### config.mk
export PLATFORM = sky130hd
export DESIGN_NAME = mux_nto1_scan_flat
export DESIGN_NICKNAME = d
export VERILOG_FILES = /design/src/rtl/mux_nto1_scan_pkg.sv /design/src/rtl/mux_nto1_scan_if.sv /design/src/rtl/mux_nto1_scan_next.sv /design/src/rtl/mux_nto1_scan.sv /design/src/flat_wrapper.sv
export SDC_FILE = /design/constraint.sdc
export NUM_CORES = 1
export LEC_CHECK = 0
export ABC_AREA = 1
export BUFFER_PORTS_ARGS = -buffer_cell sky130_fd_sc_hd__buf_4
export CAP_MARGIN = 20
export CORE_MARGIN = 8
export CORE_UTILIZATION = 44
export CTS_BUF_LIST = sky130_fd_sc_hd__clkbuf_8
export DETAILED_ROUTE_END_ITERATION = 8
export HOLD_SLACK_MARGIN = 0.12
export PLACE_DENSITY_LB_ADDON = 0.25
export SLEW_MARGIN = 5
export SYNTH_ARGS = -nofsm -noshare
export SYNTH_HDL_FRONTEND = slang
export SYNTH_SLANG_ARGS = --single-unit
### constraint.sdc
create_clock -name clk -period 4.5 [get_ports clk]
set_clock_uncertainty 0.2 [all_clocks]
set_input_delay 0.225 -clock clk [delete_from_list [all_inputs] [get_ports clk]]
set_output_delay 0.225 -clock clk [all_outputs]
set_load 0.02 [all_outputs]
### src/rtl/mux_nto1_scan_pkg.sv
// Shared constants and helpers for the N-to-1 scanning multiplexer.
package mux_pkg;

    localparam logic MODE_MANUAL = 1'b0;
    localparam logic MODE_SCAN   = 1'b1;

    // Index width that never collapses to zero bits, even for tiny channel counts.
    function automatic int clog2_min1(input int n);
        return (n <= 2) ? 1 : $clog2(n);
    endfunction

endpackage

### src/rtl/mux_nto1_scan_if.sv
// Channel inputs, control and registered selection outputs of the scanning multiplexer.
interface mux_nto1_scan_if
    import mux_pkg::*;
#(
    parameter int NUM_CH  = 4,
    parameter int DATA_W  = 8,
    parameter int SEL_W   = clog2_min1(NUM_CH),
    parameter int DWELL_W = 4
);
    logic [NUM_CH*DATA_W-1:0] din;
    logic                     mode;
    logic [SEL_W-1:0]         sel;
    logic [NUM_CH-1:0]        ch_en;
    logic [DWELL_W-1:0]       dwell;
    logic [DATA_W-1:0]        y;
    logic [SEL_W-1:0]         y_ch;
    logic                     y_valid;
    logic                     scan_wrap;

    modport master (
        output din, mode, sel, ch_en, dwell,
        input  y, y_ch, y_valid, scan_wrap
    );

    modport slave (
        input  din, mode, sel, ch_en, dwell,
        output y, y_ch, y_valid, scan_wrap
    );

endinterface

### src/rtl/mux_nto1_scan_next.sv
// Cyclic search for the next enabled channel strictly after ptr.
module mux_scan_next #(
    parameter int NUM_CH = 4,
    parameter int SEL_W  = 2
) (
    input  logic [SEL_W-1:0]  ptr,
    input  logic [NUM_CH-1:0] ch_en,
    output logic [SEL_W-1:0]  next_idx,
    output logic              any_en,
    output logic              wrap
);

    int cand;

    // Walk offsets from farthest to nearest so the closest enabled channel wins.
    always_comb begin
        next_idx = '0;
        any_en   = 1'b0;
        cand     = 0;
        for (int off = NUM_CH; off >= 1; off--) begin
            cand = int'(ptr) + off;
            if (cand >= NUM_CH) cand = cand - NUM_CH;
            if (ch_en[cand]) begin
                next_idx = SEL_W'(cand);
                any_en   = 1'b1;
            end
        end
        wrap = any_en && (next_idx <= ptr);
    end

endmodule

### src/rtl/mux_nto1_scan.sv
// N-to-1 registered multiplexer with manual select or a dwell-timed scan over enabled channels.
//   mode_q      | meaning
//   MODE_MANUAL | external sel drives the output register
//   MODE_SCAN   | internal ptr/dwell_cnt sequencer drives the output register
module mux_nto1_scan
    import mux_pkg::*;
#(
    parameter int NUM_CH  = 4,
    parameter int DATA_W  = 8,
    parameter int SEL_W   = clog2_min1(NUM_CH),
    parameter int DWELL_W = 4
) (
    input logic           clk,
    input logic           rst_n,
    mux_nto1_scan_if.slave bus
);

    logic               mode_q,      mode_q_d;
    logic [SEL_W-1:0]   ptr,         ptr_d;
    logic [DWELL_W-1:0] dwell_cnt,   dwell_cnt_d;
    logic               ptr_wrapped, ptr_wrapped_d;
    logic [DATA_W-1:0]  y_q,         y_d;
    logic [SEL_W-1:0]   y_ch_q,      y_ch_d;
    logic               y_valid_q,   y_valid_d;
    logic               scan_wrap_q, scan_wrap_d;

    logic [SEL_W-1:0]   next_idx, low_idx, word_idx;
    logic               any_en, next_wrap, low_any, low_wrap_unused;
    logic [DATA_W-1:0]  word;
    logic               ptr_en, mode_switch, sel_ok;

    mux_scan_next #(.NUM_CH(NUM_CH), .SEL_W(SEL_W)) u_next (
        .ptr      (ptr),
        .ch_en    (bus.ch_en),
        .next_idx (next_idx),
        .any_en   (any_en),
        .wrap     (next_wrap)
    );

    // Searching after the last channel yields the lowest enabled index.
    mux_scan_next #(.NUM_CH(NUM_CH), .SEL_W(SEL_W)) u_low (
        .ptr      (SEL_W'(NUM_CH - 1)),
        .ch_en    (bus.ch_en),
        .next_idx (low_idx),
        .any_en   (low_any),
        .wrap     (low_wrap_unused)
    );

    always_comb begin
        mode_switch = (bus.mode != mode_q);
        sel_ok      = (int'(bus.sel) < NUM_CH);
        if (bus.mode == MODE_MANUAL) word_idx = bus.sel;
        else if (mode_switch)        word_idx = low_idx;
        else                         word_idx = ptr;

        word   = '0;
        ptr_en = 1'b0;
        for (int k = 0; k < NUM_CH; k++) begin
            if (int'(word_idx) == k) word = bus.din[k*DATA_W +: DATA_W];
            if (int'(ptr) == k)      ptr_en = bus.ch_en[k];
        end
    end

    always_comb begin
        mode_q_d      = bus.mode;
        ptr_d         = ptr;
        dwell_cnt_d   = dwell_cnt;
        ptr_wrapped_d = 1'b0;
        y_d           = y_q;
        y_ch_d        = y_ch_q;
        y_valid_d     = y_valid_q;
        scan_wrap_d   = 1'b0;

        if (bus.mode == MODE_MANUAL) begin
            if (mode_switch) dwell_cnt_d = '0;
            if (sel_ok) begin
                y_d       = word;
                y_ch_d    = bus.sel;
                y_valid_d = 1'b1;
            end else begin
                y_valid_d = 1'b0;
            end
        end else if (mode_switch) begin
            ptr_d       = low_idx;
            dwell_cnt_d = '0;
            y_d         = word;
            y_ch_d      = low_idx;
            y_valid_d   = low_any;
        end else begin
            y_d       = word;
            y_ch_d    = ptr;
            y_valid_d = ptr_en;
            if (any_en) begin
                // The wrap pulse lines up with the first output taken from the wrapped-to channel.
                scan_wrap_d = ptr_wrapped;
                if (!ptr_en || dwell_cnt >= bus.dwell) begin
                    ptr_d         = next_idx;
                    dwell_cnt_d   = '0;
                    ptr_wrapped_d = next_wrap;
                end else begin
                    dwell_cnt_d = dwell_cnt + 1'b1;
                end
            end
        end
    end

    always_ff @(posedge clk or negedge rst_n) begin
        if (!rst_n) begin
            mode_q      <= MODE_MANUAL;
            ptr         <= '0;
            dwell_cnt   <= '0;
            ptr_wrapped <= 1'b0;
            y_q         <= '0;
            y_ch_q      <= '0;
            y_valid_q   <= 1'b0;
            scan_wrap_q <= 1'b0;
        end else begin
            mode_q      <= mode_q_d;
            ptr         <= ptr_d;
            dwell_cnt   <= dwell_cnt_d;
            ptr_wrapped <= ptr_wrapped_d;
            y_q         <= y_d;
            y_ch_q      <= y_ch_d;
            y_valid_q   <= y_valid_d;
            scan_wrap_q <= scan_wrap_d;
        end
    end

    assign bus.y         = y_q;
    assign bus.y_ch      = y_ch_q;
    assign bus.y_valid   = y_valid_q;
    assign bus.scan_wrap = scan_wrap_q;

endmodule
### src/flat_wrapper.sv
// flat-port wrapper written by rule: the top's interface ports become plain ports
module mux_nto1_scan_flat import mux_pkg::*;
#(
    parameter int NUM_CH  = 4,
    parameter int DATA_W  = 8,
    parameter int SEL_W   = clog2_min1(NUM_CH),
    parameter int DWELL_W = 4
)
  (clk, rst_n, bus_din, bus_mode, bus_sel, bus_ch_en, bus_dwell, bus_y, bus_y_ch, bus_y_valid, bus_scan_wrap);
  mux_nto1_scan_if #(.NUM_CH(NUM_CH), .DATA_W(DATA_W), .SEL_W(SEL_W), .DWELL_W(DWELL_W)) bus_i ();
  input logic clk;
  input logic rst_n;
  input wire logic [$bits(bus_i.din)-1:0] bus_din;
  input wire logic [$bits(bus_i.mode)-1:0] bus_mode;
  input wire logic [$bits(bus_i.sel)-1:0] bus_sel;
  input wire logic [$bits(bus_i.ch_en)-1:0] bus_ch_en;
  input wire logic [$bits(bus_i.dwell)-1:0] bus_dwell;
  output wire logic [$bits(bus_i.y)-1:0] bus_y;
  output wire logic [$bits(bus_i.y_ch)-1:0] bus_y_ch;
  output wire logic [$bits(bus_i.y_valid)-1:0] bus_y_valid;
  output wire logic [$bits(bus_i.scan_wrap)-1:0] bus_scan_wrap;
  assign bus_i.din = bus_din;
  assign bus_i.mode = bus_mode;
  assign bus_i.sel = bus_sel;
  assign bus_i.ch_en = bus_ch_en;
  assign bus_i.dwell = bus_dwell;
  assign bus_y = bus_i.y;
  assign bus_y_ch = bus_i.y_ch;
  assign bus_y_valid = bus_i.y_valid;
  assign bus_scan_wrap = bus_i.scan_wrap;
  mux_nto1_scan #(.NUM_CH(NUM_CH), .DATA_W(DATA_W), .SEL_W(SEL_W), .DWELL_W(DWELL_W)) u_core (.clk(clk), .rst_n(rst_n), .bus(bus_i));
endmodule
==> impl_metrics.toml, run 1 <==
[status]
status = "finished clean"

[routing]
antenna_left = 0
dr.pass1.iters = 4
drt_iter0_drc = 74
vias_per_cell = 4.746
drc = 0
vias = 1571
wl_um = 4084
wire_per_inst_um = 12.34

[sta]
worstMarginPinSlew_ps = 558.1
fin_crit_ps = 3032
timing.slew.headroom_pct = 62.70
rsz0062_at_grt = "no"
report.final.setup_viol = 0
fmax_mhz = 329.9
min_period_over_period_pct = 67.37
finalMaxSlewViolations = 0
finalHoldViolations = 0
setup_tns_ps = 0

[synthesis]
synthAdderAreaFrac_pct = 10.08
synth_edf_count = 0
postSynth.asyncResetShare_pct = 100.0
yosysTopAreaCellShare_pct = 33.61
synth_nets = 266
avgSynthCellArea_um2 = 7.124
synth_xor_area_share_pct = 1.176
synthFlopType = "dfrtp_1"
ys_ff_latch = 20
synthesis.area_um2 = 1489
synth_top_family_by_area = "simple AND/OR/NAND/NOR gates"
ys_seq_area_share_pct = 33.61
synth_top_cell_by_area = "dfrtp_1"
synthDistinctLibCells = 25
synthMuxAreaShare_pct = 0
synthMostInstantiatedCell = "nand2_1"
synth_common_cells = "nand2_1 (70), nand3_1 (26), inv_1 (25)"
yosysWarningCount = 0
synth.area.top_cells = "dfrtp_1 (34%), nand2_1 (18%), ha_1 (10%)"
syn_inst = 209
synth-simple-area-share_pct = 37.98
synth-compound-area-share_pct = 7.815

[power_and_ir_drop]
power.density_nw_per_um2 = 440.1
p_leak_nw = 1.192
irDropWorstVdd_mv = 0.2180

[worst_setup_path]
r2r_end = "u_core.bus.y[5]"
timing.rr.start = "u_core.mode_q"
cp_max_fo = 19
crit_chain = "dlygate4sd3_1, buf_4, inv_2, ha_1, inv_2, nand2_1, o21ai_1, o21bai_4, nor2_4, nand2_1, nand4_1, dlygate4sd3_1"
arrival_ps = 2980
start_kind = "input pin"
ff2ff_path_depth = 10
worstSetupEndpointType = "flop"
cpPeakStageDelay_ps = 560
cpMaxStageDelayCell = "dlygate4sd3_1"
path_class = "input pin to flop"
crit_required_ps = 4450
rrSetupSlack_ps = 1920

[run]
cap_violations = 0

[grt]
grt_max_degree = 21
grt_pass1_vias = 1650
grt_overflow = 0
antenna_found_initial = 0
grt_usage_pct = 16.41
grt_pass1_wl_um = 7162

[worst_hold_path]
min_to = "u_core.bus.y_valid"
hp-class = "input pin to flop"
min_from = "bus_ch_en[3]"
holdPathStages = 5

[finish]
stdcell_area_um2 = 2202
nets = 343
diodes = 0
drive_gt1_share_pct = 26.32
syn_to_final_growth_pct = 47.90

[cts]
clock_latency_ps = 260
cts_tree = "yes"
hold_buffers = 18
root_buffer = "clkbuf_8"
clk_pin_slew_worst_paths_ps = 80
cts.path.max_buffers = 2
cts_sinks = 20
h-tree-depth = 1
cts_buffers = 3
post_cts_buffers = 0
cts_resized = 0

[floorplan]
coreArea_um2 = 3284
die_w_um = 74.17
io-pin-count = 57
fp.dieH_um = 74.17
rows = 21
initial_utilization_pct = 45.33
dieArea_um2 = 5501

[place]
portBuffers = 56
dp_hpwl_um = 3054
gp_congestion = 0.8769
dpl_cell_area_um2 = 1951
final cells by class:
type                            count  area (um2)
Inverter                           32       122.6
Sequential cell                    20       500.5
Timing Repair Buffer               74       600.6
Fill cell                         287        1082
Clock buffer                        3       41.29
Tap cell                           46       57.56
Multi-Input combinational cell    155       849.6
Clock inverter                      1       30.03
kinds of logic after synthesis:
logic type | count (synthesis)
simple gates | 123
buf+inv | 34
flops | 20
compound gates | 18
fa+ha+maj | 12
xor+xnor | 2
layout by cell type, fill, tap and decap left out, types with 2 or more instances in the layout:
cell           instances
ha_1                  12
nand3_1               26
nand2_1               70
a21oi_1                6
nor2_1                11
nor2_8                 2
xor2_1                 2
dfrtp_1               20
inv_1                 25
clkbuf_8               3
inv_2                  6
dlygate4sd3_1         18
buf_4                 56
o21ai_2                2
o21ai_0                6
nand4_1                9
worst max-delay path, delay by kind of cell:
family                     cells  cell delay (ps)
buffers and inverters          5             1550
adders and majority gates      1              310
AOI/OAI and AO/OA              2              450
and+or+nand+nor                4              420
worst max-delay path by stage:
stage | slack (ps) | endpoint | start | depth (start not counted)
detailed placement | 2010 | u_core.ptr_wrapped | u_core.ptr[0] | 13
global route | 1290 | u_core.bus.y[0] | bus_mode | 12
floorplan | 2220 | u_core.ptr_wrapped | u_core.ptr[0] | 14
finish | 1470 | u_core.bus.y[5] | bus_mode | 12
CTS | 1490 | u_core.bus.y[3] | bus_mode | 12
global placement | 2110 | u_core.ptr_wrapped | u_core.ptr[0] | 13
routing by layer:
metal | GRT usage [%] | vias up | part of all wire, %
li1 | - | 819 | -
met1 | 18.90 | 695 | 42
met2 | 27.83 | 55 | 48
met3 | 6.604 | 2 | 9.6
met4 | 3.326 | 0 | 0.27
met5 | 0 | - | 0
where the power goes:
group | switching [mW] | internal (mW)
Combinational | 0.306 | 0.232
Clock | 0.0609 | 0.119
Sequential | 0.0323 | 0.219
Total | 0.400 | 0.570
metrics by stage:
| stage | power (mW) | cells | worst slack, ps | hold slack, ps | util, % |
|---|---|---|---|---|---|
| global placement | 0.7533 | 309 | 2113 | -81.58 | 59.39 |
| finish | 0.9692 | 331 | 1468 | 161.7 | 67.05 |
| floorplan | 0.6144 | 209 | 2215 | -270.6 | - |
| detailed placement | 0.7581 | 309 | 2007 | -83.33 | 59.39 |
| CTS | 0.9718 | 331 | 1487 | 165.9 | 67.05 |
| global route | 1.073 | 331 | 1290 | 199.2 | 67.05 |
sequential cells by signal, summed over array words and instances, names as in the netlist:
register              cells
u_core.bus.y              8
u_core.dwell_cnt          4
u_core.bus.y_ch           2
u_core.ptr                2
u_core.bus.scan_wrap      1
u_core.bus.y_valid        1
u_core.mode_q             1
u_core.ptr_wrapped        1
Power figures use the tool's default switching activity.
==> inputs of run 2 (changes only) <==
==> constraint.sdc (replaced) <==
create_clock -name clk -period 2.59 [get_ports clk]
set_clock_uncertainty 0.2 [all_clocks]
set_input_delay 0.1295 -clock clk [delete_from_list [all_inputs] [get_ports clk]]
set_output_delay 0.1295 -clock clk [all_outputs]
set_load 0.02 [all_outputs]
==> run 2 against run 1 <==
Global-route usage up 3.5 points. Via count up 8.8%. Clock power up 77%. Flip-flop and latch count unchanged. Critical path type unchanged. Largest power group unchanged.
==> impl_metrics.toml, run 2 (synthesis results as in run 1) <==
[power_and_ir_drop]
swShare_pct = 41.98
p_clk_share_pct = 18.7
netSwitchingPower_mw = 0.7165
pwr-share-comb_pct = 57.0
intPower_mw = 0.9901
seqPwrFrac_pct = 24.3
finalPower_mw = 1.707
power.density_nw_per_um2 = 711.1
irDropWorstVdd_mv = 0.3526
p_leak_nw = 1.271

[cts]
cts_buffers = 3
clock_latency_ps = 260
root_buffer = "clkbuf_8"
post_cts_buffers = 0
cts_sinks = 20
h-tree-depth = 1
clk_pin_slew_worst_paths_ps = 80
cts.path.max_buffers = 2
cts_tree = "yes"

[worst_setup_path]
ff2ff_path_depth = 13
timing.rr.start = "u_core.ptr[1]"
crit_start = "bus_mode"
crit_required_ps = 2520
path_class = "input pin to flop"
worstSetupEndpointType = "flop"
arrival_ps = 2380
cp_max_fo = 19
start_kind = "input pin"

[floorplan]
io-pin-count = 57
die_w_um = 74.17
dieArea_um2 = 5501
initial_utilization_pct = 45.33
fp.dieH_um = 74.17
rows = 21
coreArea_um2 = 3284

[sta]
setup_tns_ps = 0
fin_crit_ps = 2448
report.final.setup_viol = 0
rsz0062_at_grt = "no"
finalMaxSlewViolations = 0
timing.slew.headroom_pct = 37.52
finalHoldViolations = 0
worstMarginPinSlew_ps = 934.1
min_period_over_period_pct = 94.53
fmax_mhz = 408.5

[routing]
wl_um = 4932
dr_wl_met3_um = 395
wire_per_inst_um = 14.05
antenna_left = 0
drc = 0
top_layer = "met4"
vias = 1710
drt_iter0_drc = 101
wl_met2_um = 2485
vias_per_cell = 4.872
m1WireLength_um = 1968
dr.pass1.iters = 4

[grt]
antenna_found_initial = 0
grt_max_degree = 21
grt_usage_pct = 19.89
grt_pass1_vias = 1817
grt_overflow = 0
grt_pass1_wl_um = 8500

[finish]
mostFrequentLayoutCells = "nand2_1 (70), buf_4 (57), dlygate4sd3_1 (37), nand3_1 (26), inv_1 (24)"
largest_reg_flops = 8
syn_to_final_growth_pct = 61.18
nets = 363
nFillCells = 242
stdcell_area_um2 = 2400
final_core_util_pct = 73.07
drive_gt1_share_pct = 25.25
diodes = 0
final_common_cell = "nand2_1"

[status]
status = "finished clean"

[place]
dpl_cell_area_um2 = 1958
gp_congestion = 0.8243
dp_hpwl_um = 3036
portBuffers = 56

[worst_hold_path]
holdPathStages = 6
min_from = "bus_ch_en[0]"
hp-class = "input pin to flop"

[run]
cap_violations = 0
[run 2: changes by cell type in the layout (fill, tap and decap cells not counted), sizes merged]
| cell | before | now |
|---|---|---|
| buf | 56 | 57 |
| dlygate4sd3 | 18 | 37 |
[run 2: what timing repair did]
item | in CTS | in global routing
hold endpoints to repair | 36 | 0
setup endpoints to repair | 0 | 1
hold buffers | 37 | 0
resized for setup | 0 | 1
[run 2: per-layer routing]
metal	vias up	track usage (%)
li1	861	-
met1	773	21.71
met2	65	35.35
met3	11	6.604
met4	0	5.987
met5	-	0
[run 2: layout make-up]
| cell class | count | area [um2] | share of cell area [%] |
|---|---|---|---|
| Multi-Input combinational cell | 155 | 849.6 | 35.40 |
| Timing Repair Buffer | 94 | 798.3 | 33.26 |
| Sequential cell | 20 | 500.5 | 20.86 |
| Inverter | 32 | 122.6 | 5.110 |
| Tap cell | 46 | 57.56 | 2.398 |
| Clock buffer | 3 | 41.29 | 1.721 |
| Clock inverter | 1 | 30.03 | 1.251 |
[run 2: power by group through the flow]
stage	sequential, mW	clock (mW)	combinational [mW]
5_1_grt	0.425	0.338	1.12
3_3_place_gp	0.417	0	0.897
2_1_floorplan	0.473	0	0.594
3_5_place_dp	0.420	0	0.905
4_1_cts	0.415	0.320	0.958
6_report	0.415	0.319	0.972
[run 2: worst paths after layout]
kind | endpoint | slack [ps]
max in group asynchronous | u_core.ptr[1] | 740
min in group asynchronous | u_core.bus.y_valid | 880
min reg2reg | u_core.bus.scan_wrap | 310
min | u_core.ptr[1] | 130
max | u_core.bus.y[4] | 140
max reg2reg | u_core.ptr_wrapped | 240
[run 2: worst max-delay path: stages]
cell and delay, ps:
dlygate4sd3_1 550, buf_4 170, inv_2 140, ha_1 310, inv_2 140, nand2_1 120
o21ai_1 150, o21bai_4 300, nor2_4 140, nand2_1 90, nand4_1 120
[run 2: through the flow]
| step | hold WS (ps) | setup slack [ps] | std cells |
|---|---|---|---|
| 6_report | 126.7 | 141.7 | 351 |
| 5_1_grt | 146.9 | 0.9377 | 351 |
| 3_5_place_dp | -175.2 | 258.1 | 310 |
| 3_3_place_gp | -177.8 | 339.7 | 310 |
| 4_1_cts | 128.5 | 182.4 | 351 |
| 2_1_floorplan | -366.1 | 305.4 | 209 |
